### config.mk
export PLATFORM = sky130hd
export DESIGN_NAME = tdm_mux8_flat
export DESIGN_NICKNAME = d
export VERILOG_FILES = /design/src/rtl/tdm_mux8_if.sv /design/src/rtl/tdm_mux8.sv /design/src/flat_wrapper.sv
export SDC_FILE = /design/constraint.sdc
export NUM_CORES = 1
export LEC_CHECK = 0
export ABC_AREA = 1
export CORE_MARGIN = 1
export CORE_UTILIZATION = 56
export CTS_BUF_LIST = sky130_fd_sc_hd__clkbuf_8
export CTS_CLUSTER_DIAMETER = 80
export CTS_CLUSTER_SIZE = 14
export DETAILED_ROUTE_END_ITERATION = 10
export PLACE_DENSITY = 0.87
export SLEW_MARGIN = 40
export SYNTH_ARGS = -nofsm -noshare
export SYNTH_HDL_FRONTEND = slang
export SYNTH_SLANG_ARGS = --single-unit
### constraint.sdc
create_clock -name clk -period 2.7 [get_ports clk]
set_input_delay 0.405 -clock clk [delete_from_list [all_inputs] [get_ports clk]]
set_output_delay 0.405 -clock clk [all_outputs]
set_load 0.005 [all_outputs]
### src/rtl/tdm_mux8_if.sv
// tdm_mux8_if -- channel/line bundle for the 8-channel TDM transmitter.
//
// The master drives the run request and the parallel channel data/mask.
// The slave (tdm_mux8) returns the serialized line, the far-end demux select,
// the slot qualifiers and the completed-frame count.
//
//   en        master->slave  run request
//   in[7:0]   master->slave  parallel channel data, bit k = channel k
//   mask[7:0] master->slave  channel mask, bit k = 1 forces slot k to 0
//   out       slave->master  serialized slot data
//   sel[2:0]  slave->master  channel index of the current slot
//   valid     slave->master  out/sel carry a slot
//   sync      slave->master  slot 0 of a frame
//   busy      slave->master  transmitter is shifting a frame
//   frame_cnt slave->master  completed-frame counter, wraps silently
interface tdm_mux8_if #(
  parameter int FCNT_W = 8
) ();
  logic              en;
  logic [7:0]        in;
  logic [7:0]        mask;
  logic              out;
  logic [2:0]        sel;
  logic              valid;
  logic              sync;
  logic              busy;
  logic [FCNT_W-1:0] frame_cnt;

  modport master (
    output en, in, mask,
    input  out, sel, valid, sync, busy, frame_cnt
  );

  modport slave (
    input  en, in, mask,
    output out, sel, valid, sync, busy, frame_cnt
  );
endinterface

### src/rtl/tdm_mux8.sv
// tdm_mux8 -- transmit end of a 1-to-8 time-division multiplexed channel path.
//
// A frame is 8 consecutive slots; slot k carries channel k of the data word
// captured when the frame started (masked channels read as 0). Frames run
// back-to-back while en stays high; dropping en never truncates a frame.
//
// Ports:
//   clk    sole clock, rising edge
//   rst_n  asynchronous active-low reset
//   bus    tdm_mux8_if.slave (en/in/mask in; out/sel/valid/sync/busy/frame_cnt out)
//
// Every output is a flop. The output flops are loaded from the *next* state,
// so they always describe the current state/slot: the edge that samples
// en=1 in IDLE is followed directly by slot 0 on the outputs.
module tdm_mux8 #(
  parameter int FCNT_W = 8
) (
  input  logic          clk,
  input  logic          rst_n,
  tdm_mux8_if.slave     bus
);

  typedef enum logic {
    IDLE  = 1'b0,
    SHIFT = 1'b1
  } state_t;

  // Current state
  state_t            state_q;
  logic [2:0]        slot_q;
  logic [7:0]        d_q;       // data shadow, captured at frame start
  logic [7:0]        m_q;       // mask shadow, captured at frame start
  logic [FCNT_W-1:0] cnt_q;

  // Registered outputs
  logic              out_q;
  logic [2:0]        sel_q;
  logic              valid_q;
  logic              sync_q;
  logic              busy_q;

  // Next-state values
  state_t            state_nxt;
  logic [2:0]        slot_nxt;
  logic [7:0]        d_nxt;
  logic [7:0]        m_nxt;
  logic [FCNT_W-1:0] cnt_nxt;
  logic              out_nxt;
  logic [2:0]        sel_nxt;
  logic              valid_nxt;
  logic              sync_nxt;
  logic              busy_nxt;

  always_comb begin
    // NOTE: every signal gets a default before the case so no path leaves one
    // unassigned; a missing default here would infer a latch.
    state_nxt = state_q;
    slot_nxt  = slot_q;
    d_nxt     = d_q;
    m_nxt     = m_q;
    cnt_nxt   = cnt_q;

    unique case (state_q)
      IDLE: begin
        if (bus.en) begin
          d_nxt     = bus.in;
          m_nxt     = bus.mask;
          slot_nxt  = 3'd0;
          state_nxt = SHIFT;
        end
      end
      SHIFT: begin
        if (slot_q != 3'd7) begin
          // Mid-frame: en is ignored so a frame always completes.
          slot_nxt = slot_q + 3'd1;
        end else begin
          cnt_nxt  = cnt_q + 1'b1;   // wraps silently
          slot_nxt = 3'd0;
          if (bus.en) begin
            // Back-to-back frame: re-capture with no gap slot.
            d_nxt = bus.in;
            m_nxt = bus.mask;
          end else begin
            state_nxt = IDLE;
          end
        end
      end
      default: state_nxt = IDLE;
    endcase

    // Output decode of the next state, so the flops mirror the state.
    out_nxt   = 1'b0;
    sel_nxt   = 3'd0;
    valid_nxt = 1'b0;
    sync_nxt  = 1'b0;
    busy_nxt  = 1'b0;
    if (state_nxt == SHIFT) begin
      out_nxt   = d_nxt[slot_nxt] & ~m_nxt[slot_nxt];
      sel_nxt   = slot_nxt;
      valid_nxt = 1'b1;
      sync_nxt  = (slot_nxt == 3'd0);
      busy_nxt  = 1'b1;
    end
  end

  // NOTE: sequential state uses non-blocking assignments only, so every flop
  // samples the pre-edge values regardless of statement order.
  always_ff @(posedge clk or negedge rst_n) begin
    if (!rst_n) begin
      // NOTE: the D/M shadows are reset too: a frame aborted by reset must
      // leave no stale channel data behind, and they are only 16 flops.
      state_q <= IDLE;
      slot_q  <= 3'd0;
      d_q     <= 8'd0;
      m_q     <= 8'd0;
      cnt_q   <= '0;
      out_q   <= 1'b0;
      sel_q   <= 3'd0;
      valid_q <= 1'b0;
      sync_q  <= 1'b0;
      busy_q  <= 1'b0;
    end else begin
      state_q <= state_nxt;
      slot_q  <= slot_nxt;
      d_q     <= d_nxt;
      m_q     <= m_nxt;
      cnt_q   <= cnt_nxt;
      out_q   <= out_nxt;
      sel_q   <= sel_nxt;
      valid_q <= valid_nxt;
      sync_q  <= sync_nxt;
      busy_q  <= busy_nxt;
    end
  end

  assign bus.out       = out_q;
  assign bus.sel       = sel_q;
  assign bus.valid     = valid_q;
  assign bus.sync      = sync_q;
  assign bus.busy      = busy_q;
  assign bus.frame_cnt = cnt_q;

endmodule

### src/flat_wrapper.sv
// flat-port wrapper written by rule: the top's interface ports become plain ports
module tdm_mux8_flat 
#(
  parameter int FCNT_W = 8
)
  (clk, rst_n, bus_en, bus_in, bus_mask, bus_out, bus_sel, bus_valid, bus_sync, bus_busy, bus_frame_cnt);
  tdm_mux8_if #(.FCNT_W(FCNT_W)) bus_i ();
  input  logic clk;
  input  logic rst_n;
  input wire logic [$bits(bus_i.en)-1:0] bus_en;
  input wire logic [$bits(bus_i.in)-1:0] bus_in;
  input wire logic [$bits(bus_i.mask)-1:0] bus_mask;
  output wire logic [$bits(bus_i.out)-1:0] bus_out;
  output wire logic [$bits(bus_i.sel)-1:0] bus_sel;
  output wire logic [$bits(bus_i.valid)-1:0] bus_valid;
  output wire logic [$bits(bus_i.sync)-1:0] bus_sync;
  output wire logic [$bits(bus_i.busy)-1:0] bus_busy;
  output wire logic [$bits(bus_i.frame_cnt)-1:0] bus_frame_cnt;
  assign bus_i.en = bus_en;
  assign bus_i.in = bus_in;
  assign bus_i.mask = bus_mask;
  assign bus_out = bus_i.out;
  assign bus_sel = bus_i.sel;
  assign bus_valid = bus_i.valid;
  assign bus_sync = bus_i.sync;
  assign bus_busy = bus_i.busy;
  assign bus_frame_cnt = bus_i.frame_cnt;
  tdm_mux8 #(.FCNT_W(FCNT_W)) u_core (.clk(clk), .rst_n(rst_n), .bus(bus_i));
endmodule
* Word-level counts from Yosys, hierarchy flattened *
Index checks and enable logic that the tools add are counted.

cells by class
  $add $sub $neg = 2
  order comparisons = 1
  eq/ne operators = 1
  multiplexer cells = 20
  bitwise logic cells = 4
  reductions and logical operators = 2

operators with widths
  kind                 count
  $mux 8               4
  $pmux 8 s2           2
  $mux 3               3
  $add 8x1->8 const B  1
  $mux 1               7
  $bmux 1 s3           2
  $pmux 3 s2           1
  $lt 3x4->1 const B   1
  $add 3x1->3 const B  1
  $logic_not 3->1      1
  $ne 3x3->1 const B   1
  $not 1->1            3
  $pmux 1 s2           1
  $reduce_and 2->1     1
  $and 1x1->1          1

storage, ports and cells
  flip-flop bits (word level) = 34
  bits of input ports = 19
  output and inout port bits = 15
  logic and storage cells = 39

* Logic depth before layout (Yosys ltp) *
  depth after elaboration = 8
  mapped depth = 14

* Worst setup path after synthesis *
No wires, ideal clock.

  kind = reg2reg
  from = reg u_core.slot_q[0]
  to = reg u_core.out_q, in the netlist u_core.bus.out
  library setup time = 0.065 ns
  data arrival time = 1.553 ns
  slack = 1.082 ns
  stages on the path, launching flop included = 15
  buffers on the path = 1
  period minus slack after synthesis = 1.618 ns
  cell sequence = dfrtp_1 -> ha_1 -> ha_1 -> inv_2 -> nand2_4 -> nand2_4 -> buf_6 -> nand2_1 -> nand2_1 -> nand3_1 -> nand2_1 -> nand2_1 -> nand2_1 -> nand2_1 -> nand2_1

on the way
  word-level cells in the longest chain between the ends = 8
  elaborated cells between the ends (all ways) = 18
  those cells by class = 1 x add/sub; 1 x eq/ne; 14 x mux; 2 x bitwise

RTL lines
  item                                              RTL line                        RTL
  start: declaration                                tdm_mux8.sv:30                  logic [2:0] slot_q;
  start signal: assignment                          tdm_mux8.sv:124                 slot_q <= slot_nxt;
  $add 3x1->3 / $ne 3x3->1 (equally long branches)  tdm_mux8.sv:75, tdm_mux8.sv:73
  $mux 3 / $mux 8 (equally long branches)           tdm_mux8.sv:73                  if (slot_q != 3'd7) begin
  $pmux 3 s2 / $pmux 8 s2 (equally long branches)   tdm_mux8.sv:63                  unique case (state_q)
  $bmux 1 s3                                        tdm_mux8.sv:98                  out_nxt = d_nxt[slot_nxt] & ~m_nxt[slot_nxt];
  $mux 1 (implied by the code)                      tdm_mux8.sv:98
  $not 1->1                                         tdm_mux8.sv:98
  $and 1x1->1                                       tdm_mux8.sv:98
  $mux 1 *                                          tdm_mux8.sv:97                  if (state_nxt == SHIFT) begin
  named net u_core.out_nxt                          tdm_mux8.sv:48                  logic out_nxt;
  end signal: assignment                            tdm_mux8.sv:128                 out_q <= out_nxt;
  end: declaration                                  tdm_mux8.sv:36                  logic out_q;

Mark *: on every way through the listed nets, which the timed path passes. The rest lies on a longest branch. The select of a mux whose other input is x is not followed.
A chain may end at the register's enable or synchronous reset.

* Worst setup path in the final report *
Same ends and word-level chain as after synthesis.

==> results.sh <==
export IMPL_ctsHoldBuffers=0
export IMPL_skew_ns=0.00396
export IMPL_fin_crit_sh_pct=72.3
export IMPL_pwr_share_clk_pct=16.7
export IMPL_synth_largest_area_cell="dfrtp_1"
export IMPL_diodes=0
export IMPL_hpwlAfterDp_mm=2.18
export IMPL_end_kind="flop"
export IMPL_drv_cap=0
export IMPL_grt_usage_pct=24.6
export IMPL_grt_pass1_wl_mm=4.94
export IMPL_combPwrFrac_pct=43.7
export IMPL_synth_enable_flop_cells=0
export IMPL_cts_resized=0
export IMPL_r2r_start="u_core.slot_q[0]"
export IMPL_route_vias_total=1245
export IMPL_routed_wl_mm=3.04
export IMPL_grt_start_max_net_pins=34
export IMPL_slew_violations=0
export IMPL_start_util_pct=61.2
export IMPL_synth_most_common_cell="nand2_1"
export IMPL_p_seq_share_pct=39.6
export IMPL_die_area_um2=2990
export IMPL_p_per_area_nw_per_um2=1030
export IMPL_fillers=201
export IMPL_route_detailed_drc=0
export IMPL_root_buffer="clkbuf_8"
export IMPL_first_pass_iters=4
export IMPL_syn_inst=176
export IMPL_arrival_ns=2.17
export IMPL_clock_fmax_ghz=0.512
export IMPL_r2r_cells=13
export IMPL_die_w_um=54.7
export IMPL_synth_common_cells="nand2_1, dfrtp_1, inv_1"
export IMPL_worstSetupPathType="flop to flop"
export IMPL_yosysTopAreaCellShare_pct=53.1
export IMPL_hp_class="flop to flop"
export IMPL_cts_buffer_depth=2
export IMPL_rsz0062_at_grt="false"
export IMPL_cts_tree="done"
export IMPL_netSwitchingFraction_pct=38.7
export IMPL_power_switching_uw=779
export IMPL_whs_ns=0.471
export IMPL_grt_pass1_vias=1156
export IMPL_yosys_top_cells_area="dfrtp_1, nand2_1, inv_1, nand3_1, nand3b_1"
export IMPL_p_leak_uw=0.00105
export IMPL_numCtsBuffers=5
export IMPL_pre_cts_ws_ns=0.570
export IMPL_core_area_um2=2540
export IMPL_r2r_end="u_core.bus.out"
export IMPL_ir_drop_mv=0.765
export IMPL_syn_area_um2=1560
export IMPL_cts_htree_levels=2
export IMPL_nets=234
export IMPL_p_int_uw=1240
export IMPL_cts_sinks=33
export IMPL_clk_latency_ns=0.28
export IMPL_yosys_warnings=0
export IMPL_status="completed"
export IMPL_power_uw=2010
export IMPL_critPathMaxFanout=17
export IMPL_ys_flop_type="dfrtp_1"
export IMPL_final_setup_viol_count=0
export IMPL_vias_per_cell=5.12
export IMPL_start_kind="flop"
export IMPL_drtIter0Drc=38
export IMPL_async_reset_ff_share_pct=100
export IMPL_setup_slack_ns=0.749
export IMPL_area_delta_synth_final_pct=26.0
export IMPL_gr_total_overflow=0
export IMPL_hold_viol_final=0
export IMPL_relSlewSlack_pct=63.6
export IMPL_ys_seq_area_share_pct=53.1
export IMPL_post_drt_wl_per_cell_um=12.5
export IMPL_post_route_min_period_ns=1.95
export IMPL_grt_antenna_before_repair=0
export IMPL_finalSetupTns_ns=0
export IMPL_rows=18
export IMPL_ys_seq_elements=33
export IMPL_r2r_slack_ns=0.75
export IMPL_worst_slew_pin_slew_ns=0.545
export IMPL_post_cts_buffers=0
export IMPL_cts_clk_slew_worst_paths_ns=0.06
export IMPL_drtAntennaViolNets=0
export IMPL_endpoint="u_core.bus.out"
export IMPL_syn_nets=198
export IMPL_io_pins=34
export IMPL_drive_gt1_share_pct=6.57
export IMPL_chipHeight_um=54.7
export IMPL_synth_avg_cell_area_um2=8.84
export IMPL_port_buffers=33
export IMPL_critPathRequiredTime_ns=2.92
export IMPL_startpoint="u_core.slot_q[0]"
export IMPL_gp_congestion=0.846
export IMPL_synthDistinctLibCells=23
[worst max-delay path, cell delays in order (launching register included)]
cell	delay [ns]
dfrtp_1	0.42
ha_1	0.22
ha_1	0.24
inv_2	0.10
nand2_4	0.13
nand2_4	0.21
nand2_1	0.09
nand2_1	0.11
nand3_1	0.08
nand2_1	0.07
nand2_1	0.05
nand2_1	0.07
nand2_1	0.06
nand2_1	0.06
[per-stage QoR]
stage | cell area, um^2 | cells | util, %
floorplan | 1560 | 176 | -
global placement | 1880 | 235 | 73.9
detailed placement | 1880 | 235 | 73.9
CTS | 1960 | 243 | 77.1
global route | 1960 | 243 | 77.1
finish | 1960 | 243 | 77.1
[layout by cell type, fill, tap and decap left out]
cell,instances
nand2_1,50
inv_1,33
clkdlybuf4s50_1,33
dfrtp_1,33
nand3_1,22
nand3b_1,7
nor2_1,6
xor2_1,6
clkbuf_8,5
ha_1,3
nand2_4,2
buf_4,2
nor2_2,1
inv_2,1
nand2_2,1
o21ai_1,1
a22oi_1,1
nor4_1,1
o21ai_0,1
nor3_2,1
xnor2_1,1
nor3_1,1
mux2_2,1
[cells by family after synthesis]
kind of cell	share of synthesized area [%]
AO/OA/AOI/OAI	1.12
AND/OR/NAND/NOR	27.6
adder cells (fa/ha/maj)	2.41
XOR/XNOR	3.94
flip-flops	53.1
buffers and inverters	11.2
multiplexers	0.723
[flip-flops by register name, indices dropped and copies added (netlist names)]
| signal | count |
|---|---|
| u_core.bus.busy | 1 |
| u_core.d_q | 8 |
| u_core.slot_q | 3 |
| u_core.bus.sel | 3 |
| u_core.m_q | 8 |
| u_core.bus.out | 1 |
| u_core.bus.frame_cnt | 8 |
| u_core.bus.sync | 1 |
[power groups by stage]
stage	registers (uW)	logic [uW]	clock network, uW
after CTS	797	881	351
after detailed placement	804	872	0
after global placement	792	832	0
after global routing	820	1000	370
after floorplan	783	602	0
final	797	880	337
[layer usage]
layer	vias to the layer above	part of all wire (%)	track usage, %
met5	-	0	0
met3	8	6.7	10.0
met1	579	42	28.6
li1	608	-	-
met2	50	49	39.6
met4	0	2.1	10.7
[final cells by class]
type                       instances  area, um^2  share of cell area [%]
sequential                        33         826                    42.1
multi-input combinational        106         557                    28.4
timing repair buffer              35         345                    17.6
inverter                          31         116                    5.93
clock buffer                       5        68.8                    3.51
tap                               30        37.5                    1.91
clock inverter                     3        11.3                   0.574
[worst min path at each step]
stage	to	slack, ns	from	depth (start not counted)
6_report	u_core.d_q[6]	0.47	u_core.d_q[6]	2
5_1_grt	u_core.d_q[1]	0.49	u_core.d_q[1]	2
4_1_cts	u_core.d_q[6]	0.48	u_core.d_q[6]	2
3_5_place_dp	u_core.d_q[6]	0.46	u_core.d_q[6]	2
3_3_place_gp	u_core.d_q[1]	0.45	u_core.d_q[1]	2
2_1_floorplan	u_core.bus.busy	0.11	rst_n	0
(Power assumes the default switching activity.)
